[config.mk]
export PLATFORM = sky130hd
export DESIGN_NAME = morph_frame_ctrl_flat
export DESIGN_NICKNAME = d
export VERILOG_FILES = /design/src/rtl/morph_frame_ctrl_if.sv /design/src/rtl/morph_frame_ctrl.sv /design/src/flat_wrapper.sv
export SDC_FILE = /design/constraint.sdc
export NUM_CORES = 1
export LEC_CHECK = 0
export CAP_MARGIN = 20
export CORE_ASPECT_RATIO = 2
export CORE_UTILIZATION = 30
export DETAILED_ROUTE_END_ITERATION = 8
export PLACE_DENSITY_LB_ADDON = 0.08
export SLEW_MARGIN = 20
export SYNTH_ARGS = -nofsm -noshare
export SYNTH_HDL_FRONTEND = slang
export SYNTH_SLANG_ARGS = --single-unit
[constraint.sdc]
create_clock -name clk -period 6.4 [get_ports clk]
set_input_delay 1.28 -clock clk [delete_from_list [all_inputs] [get_ports clk]]
set_output_delay 1.28 -clock clk [all_outputs]
set_load 0.02 [all_outputs]
[src/rtl/morph_frame_ctrl_if.sv]
// Control/status bundle between the video stream, software config and morph_frame_ctrl.
// The stream side (vsync/href/clken) is shared with the morphology engine input.
interface morph_frame_ctrl_if;
    logic        cfg_wr;
    logic [1:0]  cfg_mode;
    logic        err_clr;
    logic        in_vsync;
    logic        in_href;
    logic        in_clken;
    logic [1:0]  active_mode;
    logic        cfg_pending;
    logic        busy;
    logic        frame_done;
    logic [15:0] frame_cnt;
    logic        pix_err;
    logic        line_err;

    modport master (
        output cfg_wr, cfg_mode, err_clr, in_vsync, in_href, in_clken,
        input  active_mode, cfg_pending, busy, frame_done, frame_cnt, pix_err, line_err
    );

    modport slave (
        input  cfg_wr, cfg_mode, err_clr, in_vsync, in_href, in_clken,
        output active_mode, cfg_pending, busy, frame_done, frame_cnt, pix_err, line_err
    );
endinterface

[src/rtl/morph_frame_ctrl.sv]
// Frame-level controller for the 3x3 binary morphology engine: shadowed mode register
// applied only at frame start, frame geometry checking, frame counting and drain tracking.
module morph_frame_ctrl #(
    parameter logic [9:0] IMG_HDISP = 10'd320,
    parameter logic [9:0] IMG_VDISP = 10'd240,
    parameter logic [7:0] DRAIN_CYC = 8'd16
) (
    input  logic               clk,
    input  logic               rst,
    morph_frame_ctrl_if.slave  bus
);

    typedef enum logic [1:0] {
        IDLE  = 2'd0,
        FRAME = 2'd1,
        DRAIN = 2'd2
    } state_t;

    state_t      state;
    state_t      state_nxt;

    logic        vsync_d;
    logic        href_d;
    logic        vs_rise;
    logic        vs_fall;
    logic        hr_fall;

    logic [9:0]  hcnt;
    logic [9:0]  vcnt;
    logic [9:0]  vcnt_inc;
    logic [9:0]  vcnt_at_end;
    logic [7:0]  drain_cnt;
    logic        drain_last;

    logic [1:0]  shadow;
    logic [1:0]  active_mode_q;
    logic        cfg_pending_q;
    logic        busy_q;
    logic        frame_done_q;
    logic [15:0] frame_cnt_q;
    logic        pix_err_q;
    logic        line_err_q;

    logic        frame_start;
    logic        pix_en;
    logic        line_end;
    logic        frame_end;
    logic        drain_done;
    logic        pix_bad;
    logic        line_bad;

    function automatic logic [9:0] sat_inc10(input logic [9:0] v);
        return (v == 10'h3FF) ? v : v + 10'd1;
    endfunction

    // Reserved encoding falls back to bypass so the engine never sees an undefined op.
    function automatic logic [1:0] map_mode(input logic [1:0] m);
        return (m == 2'd3) ? 2'd0 : m;
    endfunction

    // vsync_d/href_d reset high so a frame already in flight at reset release is skipped.
    assign vs_rise    = bus.in_vsync & ~vsync_d;
    assign vs_fall    = ~bus.in_vsync & vsync_d;
    assign hr_fall    = ~bus.in_href & href_d;
    assign drain_last = (drain_cnt <= 8'd1);

    always_ff @(posedge clk) begin
        if (rst) begin
            state <= IDLE;
        end else begin
            state <= state_nxt;
        end
    end

    always_comb begin
        state_nxt = state;
        case (state)
            IDLE:    if (vs_rise) state_nxt = FRAME;
            FRAME:   if (vs_fall) state_nxt = DRAIN;
            DRAIN: begin
                if (vs_rise)         state_nxt = FRAME;
                else if (drain_last) state_nxt = IDLE;
            end
            default: state_nxt = IDLE;
        endcase
    end

    always_comb begin
        frame_start = 1'b0;
        pix_en      = 1'b0;
        line_end    = 1'b0;
        frame_end   = 1'b0;
        drain_done  = 1'b0;
        case (state)
            IDLE:  frame_start = vs_rise;
            FRAME: begin
                pix_en    = bus.in_href & bus.in_clken;
                line_end  = hr_fall;
                frame_end = vs_fall;
            end
            DRAIN: begin
                frame_start = vs_rise;
                drain_done  = vs_rise | drain_last;
            end
            default: ;
        endcase
    end

    // A line closing on the same clock as the frame counts before the line total is checked.
    assign vcnt_inc    = sat_inc10(vcnt);
    assign vcnt_at_end = line_end ? vcnt_inc : vcnt;
    assign pix_bad     = line_end & (hcnt != IMG_HDISP);
    assign line_bad    = frame_end & (vcnt_at_end != IMG_VDISP);

    always_ff @(posedge clk) begin
        if (rst) begin
            vsync_d       <= 1'b1;
            href_d        <= 1'b1;
            shadow        <= 2'd0;
            cfg_pending_q <= 1'b0;
            active_mode_q <= 2'd0;
            hcnt          <= 10'd0;
            vcnt          <= 10'd0;
            drain_cnt     <= 8'd0;
            busy_q        <= 1'b0;
            frame_done_q  <= 1'b0;
            frame_cnt_q   <= 16'd0;
            pix_err_q     <= 1'b0;
            line_err_q    <= 1'b0;
        end else begin
            vsync_d <= bus.in_vsync;
            href_d  <= bus.in_href;

            // A write landing on the apply clock is kept for the following frame.
            if (bus.cfg_wr) begin
                shadow <= bus.cfg_mode;
            end
            if (bus.cfg_wr) begin
                cfg_pending_q <= 1'b1;
            end else if (frame_start) begin
                cfg_pending_q <= 1'b0;
            end
            if (frame_start) begin
                active_mode_q <= map_mode(shadow);
            end

            if (frame_start) begin
                hcnt <= 10'd0;
                vcnt <= 10'd0;
            end else if (line_end) begin
                hcnt <= 10'd0;
                vcnt <= vcnt_inc;
            end else if (pix_en) begin
                hcnt <= sat_inc10(hcnt);
            end

            if (frame_end) begin
                drain_cnt <= DRAIN_CYC;
            end else if (drain_done) begin
                drain_cnt <= 8'd0;
            end else if (state == DRAIN) begin
                drain_cnt <= drain_cnt - 8'd1;
            end

            busy_q       <= (state_nxt != IDLE);
            frame_done_q <= drain_done;
            if (drain_done) begin
                frame_cnt_q <= frame_cnt_q + 16'd1;
            end

            // A fresh error outranks a clear arriving on the same clock.
            if (pix_bad) begin
                pix_err_q <= 1'b1;
            end else if (bus.err_clr) begin
                pix_err_q <= 1'b0;
            end
            if (line_bad) begin
                line_err_q <= 1'b1;
            end else if (bus.err_clr) begin
                line_err_q <= 1'b0;
            end
        end
    end

    assign bus.active_mode = active_mode_q;
    assign bus.cfg_pending = cfg_pending_q;
    assign bus.busy        = busy_q;
    assign bus.frame_done  = frame_done_q;
    assign bus.frame_cnt   = frame_cnt_q;
    assign bus.pix_err     = pix_err_q;
    assign bus.line_err    = line_err_q;

endmodule

[src/flat_wrapper.sv]
// flat-port wrapper written by rule: the top's interface ports become plain ports
module morph_frame_ctrl_flat 
#(
    parameter logic [9:0] IMG_HDISP = 10'd320,
    parameter logic [9:0] IMG_VDISP = 10'd240,
    parameter logic [7:0] DRAIN_CYC = 8'd16
)
  (clk, rst, bus_cfg_wr, bus_cfg_mode, bus_err_clr, bus_in_vsync, bus_in_href, bus_in_clken, bus_active_mode, bus_cfg_pending, bus_busy, bus_frame_done, bus_frame_cnt, bus_pix_err, bus_line_err);
  morph_frame_ctrl_if bus_i ();
  input  logic clk;
  input  logic rst;
  input wire logic [$bits(bus_i.cfg_wr)-1:0] bus_cfg_wr;
  input wire logic [$bits(bus_i.cfg_mode)-1:0] bus_cfg_mode;
  input wire logic [$bits(bus_i.err_clr)-1:0] bus_err_clr;
  input wire logic [$bits(bus_i.in_vsync)-1:0] bus_in_vsync;
  input wire logic [$bits(bus_i.in_href)-1:0] bus_in_href;
  input wire logic [$bits(bus_i.in_clken)-1:0] bus_in_clken;
  output wire logic [$bits(bus_i.active_mode)-1:0] bus_active_mode;
  output wire logic [$bits(bus_i.cfg_pending)-1:0] bus_cfg_pending;
  output wire logic [$bits(bus_i.busy)-1:0] bus_busy;
  output wire logic [$bits(bus_i.frame_done)-1:0] bus_frame_done;
  output wire logic [$bits(bus_i.frame_cnt)-1:0] bus_frame_cnt;
  output wire logic [$bits(bus_i.pix_err)-1:0] bus_pix_err;
  output wire logic [$bits(bus_i.line_err)-1:0] bus_line_err;
  assign bus_i.cfg_wr = bus_cfg_wr;
  assign bus_i.cfg_mode = bus_cfg_mode;
  assign bus_i.err_clr = bus_err_clr;
  assign bus_i.in_vsync = bus_in_vsync;
  assign bus_i.in_href = bus_in_href;
  assign bus_i.in_clken = bus_in_clken;
  assign bus_active_mode = bus_i.active_mode;
  assign bus_cfg_pending = bus_i.cfg_pending;
  assign bus_busy = bus_i.busy;
  assign bus_frame_done = bus_i.frame_done;
  assign bus_frame_cnt = bus_i.frame_cnt;
  assign bus_pix_err = bus_i.pix_err;
  assign bus_line_err = bus_i.line_err;
  morph_frame_ctrl #(.IMG_HDISP(IMG_HDISP), .IMG_VDISP(IMG_VDISP), .DRAIN_CYC(DRAIN_CYC)) u_core (.clk(clk), .rst(rst), .bus(bus_i));
endmodule
Word level (Yosys, flattened, before mapping)
Index checks and enable logic that the tools add are counted.
{"block": "totals", "register_bits": 57, "wordCells": 70, "input_bits": 9}
{"block": "classes", "mux": 21, "n_reduce_logical": 11, "order_cmp": 1, "add_sub_neg": 4, "n_eq_ne": 7, "bitwise": 11}
{"operator": "10-bit by 1-bit adder with 10-bit output, second input constant", "n": 2}
{"operator": "10-bit equality test, second input constant", "n": 2}
{"operator": "10-bit 2-to-1 mux", "n": 2}
{"operator": "16-bit by 1-bit adder with 16-bit output, second input constant", "n": 1}
{"operator": "5-bit 2-to-1 mux", "n": 3}
{"operator": "1-bit 2-to-1 mux", "n": 10}
{"operator": "2-bit 2-to-1 mux", "n": 5}
{"operator": "10-bit by 8-bit inequality test with 1-bit output, second input constant", "n": 1}
{"operator": "10-bit by 9-bit inequality test with 1-bit output, second input constant", "n": 1}
{"operator": "8-bit by 1-bit less-or-equal comparator with 1-bit output, second input constant", "n": 1}
{"operator": "2-bit nonzero test", "n": 4}
{"operator": "8-bit by 1-bit subtractor with 8-bit output, second input constant", "n": 1}
{"operator": "1-bit bitwise AND", "n": 6}
{"operator": "2-bit one-hot mux with 3 select lines", "n": 1}
{"operator": "3-bit OR reduction", "n": 2}
{"operator": "2-bit equality test, second input constant", "n": 2}
{"operator": "1-bit NOT", "n": 4}
{"operator": "2-bit OR reduction", "n": 2}
{"operator": "3-bit nonzero test", "n": 1}
{"operator": "2-bit by 1-bit equality test with 1-bit output, second input constant", "n": 1}
{"operator": "2-bit logical NOT", "n": 1}
{"operator": "2-bit AND reduction", "n": 1}
{"operator": "1-bit OR", "n": 1}

Logic depth before layout (Yosys ltp)
{"block": "logic_depth", "ltp_word": 7, "ltp_mapped": 7, "ltp_nobuf": 7}

Worst setup path after synthesis
No wires, ideal clock.
{"block": "synth_timing", "kind": "input to register", "start": "input bus_in_href", "end": "register u_core.line_err_q, in the netlist u_core.bus.line_err", "slack_ns": 3.430, "arrival_time_ns": 2.843, "stages": 5, "cell_sequence": "nor4bb_1 > o311ai_0 > nand4bb_1 > a221oi_1 > a31oi_1"}
{"block": "synth_via", "elab_chain_len": 7, "word_cells_on_any_way": 8, "cone_classes": "eq/ne: 1; mux: 3; bitwise: 3; reduce/logical: 1"}
{"element": "start, declared", "line_no": "flat_wrapper.sv:16", "source": "input wire logic [$bits(bus_i.in_href)-1:0] bus_in_href;"}
{"element": "1-bit NOT (*)", "line_no": "morph_frame_ctrl.sv:64", "source": "assign hr_fall = ~bus.in_href & href_d;"}
{"element": "1-bit bitwise AND (*)", "line_no": "morph_frame_ctrl.sv:64"}
{"element": "1-bit 2-to-1 mux (*)", "line_no": "morph_frame_ctrl.sv:94", "source": "case (state)"}
{"element": "10-bit 2-to-1 mux (*)", "line_no": "morph_frame_ctrl.sv:111", "source": "assign vcnt_at_end = line_end ? vcnt_inc : vcnt;"}
{"element": "10-bit by 8-bit inequality test with 1-bit output (*)", "line_no": "morph_frame_ctrl.sv:113", "source": "assign line_bad = frame_end & (vcnt_at_end != IMG_VDISP);"}
{"element": "1-bit bitwise AND (*)", "line_no": "morph_frame_ctrl.sv:113"}
{"element": "1-bit 2-to-1 mux or 2-bit nonzero test (tied branches)"}
{"element": "end signal, assigned", "line_no": "morph_frame_ctrl.sv:129", "source": "line_err_q <= 1'b0;"}
{"element": "end signal, assigned", "line_no": "morph_frame_ctrl.sv:178", "source": "line_err_q <= 1'b1;"}
{"element": "end signal, assigned", "line_no": "morph_frame_ctrl.sv:180", "source": "line_err_q <= 1'b0;"}
{"element": "end, declared", "line_no": "morph_frame_ctrl.sv:42", "source": "logic line_err_q;"}
Every way passes the cells marked *; elsewhere a longest branch is shown, timed or not.
A chain may end at the register's enable or synchronous reset.

Worst setup path in the final report
Ends and elaborated chain as after synthesis.

==> flow_metrics.py <==
metrics = {
    "sta": {
        "fmax_mhz": 278,
        "setup_viol": 0,
        "skew_ns": 0.00891,
        "period_share_pct": 56.2,
        "finalMaxSlewViolations": 0,
        "tightest_slew_ns": 0.966,
        "relSlewSlack_pct": 34.7,
        "tns_ns": 0,
        "fin_crit_ns": 3.60,
        "hold_viol": 0,
        "rsz0062_at_grt": "false",
        "timing.final.ws_setup_ns": 2.80,
    },
    "yosys": {
        "ys_warn_count": 0,
        "synth_area_per_cell_sq_um": 8.57,
        "synth_largest_area_cell": "dfxtp_1",
        "synthFlopType": "dfxtp_1",
        "syn_area_sq_mm": 0.00268,
        "synthDistinctLibCells": 44,
        "synth-edff-count": 0,
        "synth_top_area_share_pct": 42.6,
        "ys_seq_area_share_pct": 42.6,
        "syn-num-nets": 328,
        "async_flop_share_pct": 0,
        "synth.area.top_cells": "dfxtp_1, nor2_1, xor2_1, xnor2_1, a21oi_1",
        "synth_cells": 313,
        "ys_ff_latch": 57,
    },
    "worst_setup_path": {
        "path_max_fanout": 7,
        "crit_path_max_incr_delay_ns": 0.84,
        "crit_path_top_delay_cell": "nor4bb_1",
        "end_kind": "flip-flop",
        "crit_chain": "clkdlybuf4s50_1 > nor4bb_1 > o311ai_0 > nand4bb_1 > a221oi_1 > a31oi_1",
        "worstPathRequired_ns": 6.60,
        "cp_top_family": "simple AND/OR/NAND/NOR gates",
        "crit_arrival_ns": 3.79,
        "crit_type": "in2reg",
        "critPathBufInv": 1,
        "crit_start": "bus_in_href",
        "cp-start-kind": "input port",
        "regToRegStartpoint": "u_core.state[0]",
    },
    "global_routing": {
        "grt_pass1_vias": 2334,
        "grt_overflow": 0,
        "track_usage_pct": 16.2,
        "grt_antenna_before_repair": 0,
        "grt_max_degree": 34,
        "grt_pass1_wl_mm": 11.1,
    },
    "clock_network": {
        "cts_tree": "yes",
        "holdBufCountCts": 0,
        "cts_made_buffers": 9,
        "cts_root_buf": "clkbuf_16",
        "clock_path_buffers": 2,
        "cts_setup_buffers": 0,
        "htree_num_levels": 3,
        "insertion_delay_ns": 0.32,
        "clk_pin_slew_ns": 0.05,
        "cts_sinks": 57,
        "post_cts_resized": 0,
    },
    "die": {
        "fp.dieH_um": 136,
        "rows": 48,
        "ioPinCount": 32,
        "core-area_sq_mm": 0.00865,
        "start_util_pct": 31.0,
        "dieWidth_um": 68.9,
        "die_area_sq_mm": 0.00934,
    },
    "cells_and_area": {
        "area_growth_pct": 26.1,
        "n_antenna_cell": 0,
        "final_net_count": 361,
        "layout_common_cells": "dfxtp_1, nor2_1, clkdlybuf4s50_1",
        "finish.utilization_pct": 39.1,
        "final_common_cell": "dfxtp_1",
        "fill_cells": 920,
        "drive_gt1_share_pct": 6.55,
    },
    "run_status": {
        "status": "complete, no violations",
    },
    "power_and_ir_drop": {
        "ir_drop_uv": 141,
        "fin_total_pwr_uw": 860,
        "p_per_area_mw_per_mm2": 254,
        "p_leak_uw": 0.00115,
    },
    "routing": {
        "route.detailed.wl_per_inst_um": 15.4,
        "vias": 2324,
        "antenna_left": 0,
        "drc_errors": 0,
        "drtPass1Iterations": 4,
        "drtIter0Drc": 93,
        "wl_mm": 6.93,
        "vias_per_cell": 5.15,
    },
    "placed_design": {
        "place_hpwl_mm": 5.06,
        "gp_congestion": 0.772,
        "io_buffers": 31,
        "dpl_worst_slack_ns": 2.49,
    },
    "worst_hold_path": {
        "hold_class": "reg2reg",
        "min_from": "u_core.bus.active_mode[0]",
    },
    "flow_run": {
        "drv_cap": 0,
    },
}
power breakdown:
part / switching, uW / internal (uW) / total, uW / leakage, uW
clock: 157 / 302 / 460 / 0.000149
combinational: 20.7 / 15.6 / 36.3 / 0.000540
sequential: 4.52 / 360 / 364 / 0.000461
layout make-up:
cell class	instances	area [sq um]	share of cell area (%)
Clock buffer	14	284	8.40
Clock inverter	2	10.0	0.296
Inverter	8	30.0	0.888
Multi-Input combinational cell	238	1470	43.6
Sequential cell	57	1140	33.8
Tap cell	100	125	3.70
Timing Repair Buffer	32	318	9.40
worst min-delay path, delay by kind of cell (launching register included):
kind	cells	cell delay [ns]
AO/OA/AOI/OAI	1	0.05
flip-flops	1	0.30
AND/OR/NAND/NOR	1	0.05
final timing paths:
path / end / slack, ns / depth (start not counted)
hold / removal: u_core.bus.active_mode[0] / 0.45 / 2
hold reg to reg: u_core.bus.active_mode[0] / 0.45 / 2
setup / recovery: u_core.bus.line_err / 2.80 / 6
setup reg to reg: u_core.bus.line_err / 3.71 / 5
cells by family after synthesis:
family / Yosys count / share of synthesized area, %
compound gates: 46 / 10.5
xor+xnor: 26 / 8.49
fa+ha+maj: 6 / 2.80
buf+inv: 18 / 2.52
flops: 57 / 42.6
mux: 6 / 2.29
simple gates: 154 / 30.8
flip-flops by register name, indices dropped and copies added (netlist names):
register                count
u_core.bus.active_mode      2
u_core.shadow               2
u_core.hcnt                10
u_core.state                2
u_core.vsync_d              1
u_core.bus.frame_done       1
u_core.bus.pix_err          1
u_core.drain_cnt            8
u_core.bus.cfg_pending      1
u_core.vcnt                10
u_core.bus.line_err         1
u_core.href_d               1
u_core.bus.busy             1
u_core.bus.frame_cnt       16
per-stage QoR:
step | area (sq um) | cells | hold slack, ns
floorplan | 2680 | 313 | 0.466
global placement | 3090 | 435 | 0.444
detailed placement | 3090 | 435 | 0.444
CTS | 3380 | 451 | 0.451
global route | 3380 | 451 | 0.489
finish | 3380 | 451 | 0.448
layer usage:
layer / wire length (um) / global-route usage [%] / share of wire, % / up-vias
li1: - / - / - / 1175
met1: 2800 / 16.6 / 40 / 1107
met2: 3770 / 28.6 / 54 / 30
met3: 179 / 4.55 / 2.6 / 12
met4: 176 / 7.94 / 2.5 / 0
met5: 0 / 0 / 0 / -
cells in the mapped netlist, types with 2 or more instances:
master,instances
nand3_1,16
ha_1,6
nand4bb_1,3
nor4bb_1,2
mux2i_1,5
xor2_1,14
inv_1,8
o21ai_0,12
buf_1,2
nand2_1,21
xnor2_1,12
nor2_1,47
or3_1,7
dfxtp_1,57
nor3_1,7
a21oi_1,19
a31oi_1,2
or4_4,2
nand4_1,7
clkbuf_1,8
nor2b_1,2
nand2b_1,8
and3_1,5
nor4_1,6
nand4b_1,2
o41ai_1,4
nand3b_1,6
and4_1,3
or2_2,3
and2_1,3
Note: power is estimated with default switching activity, not from simulation.
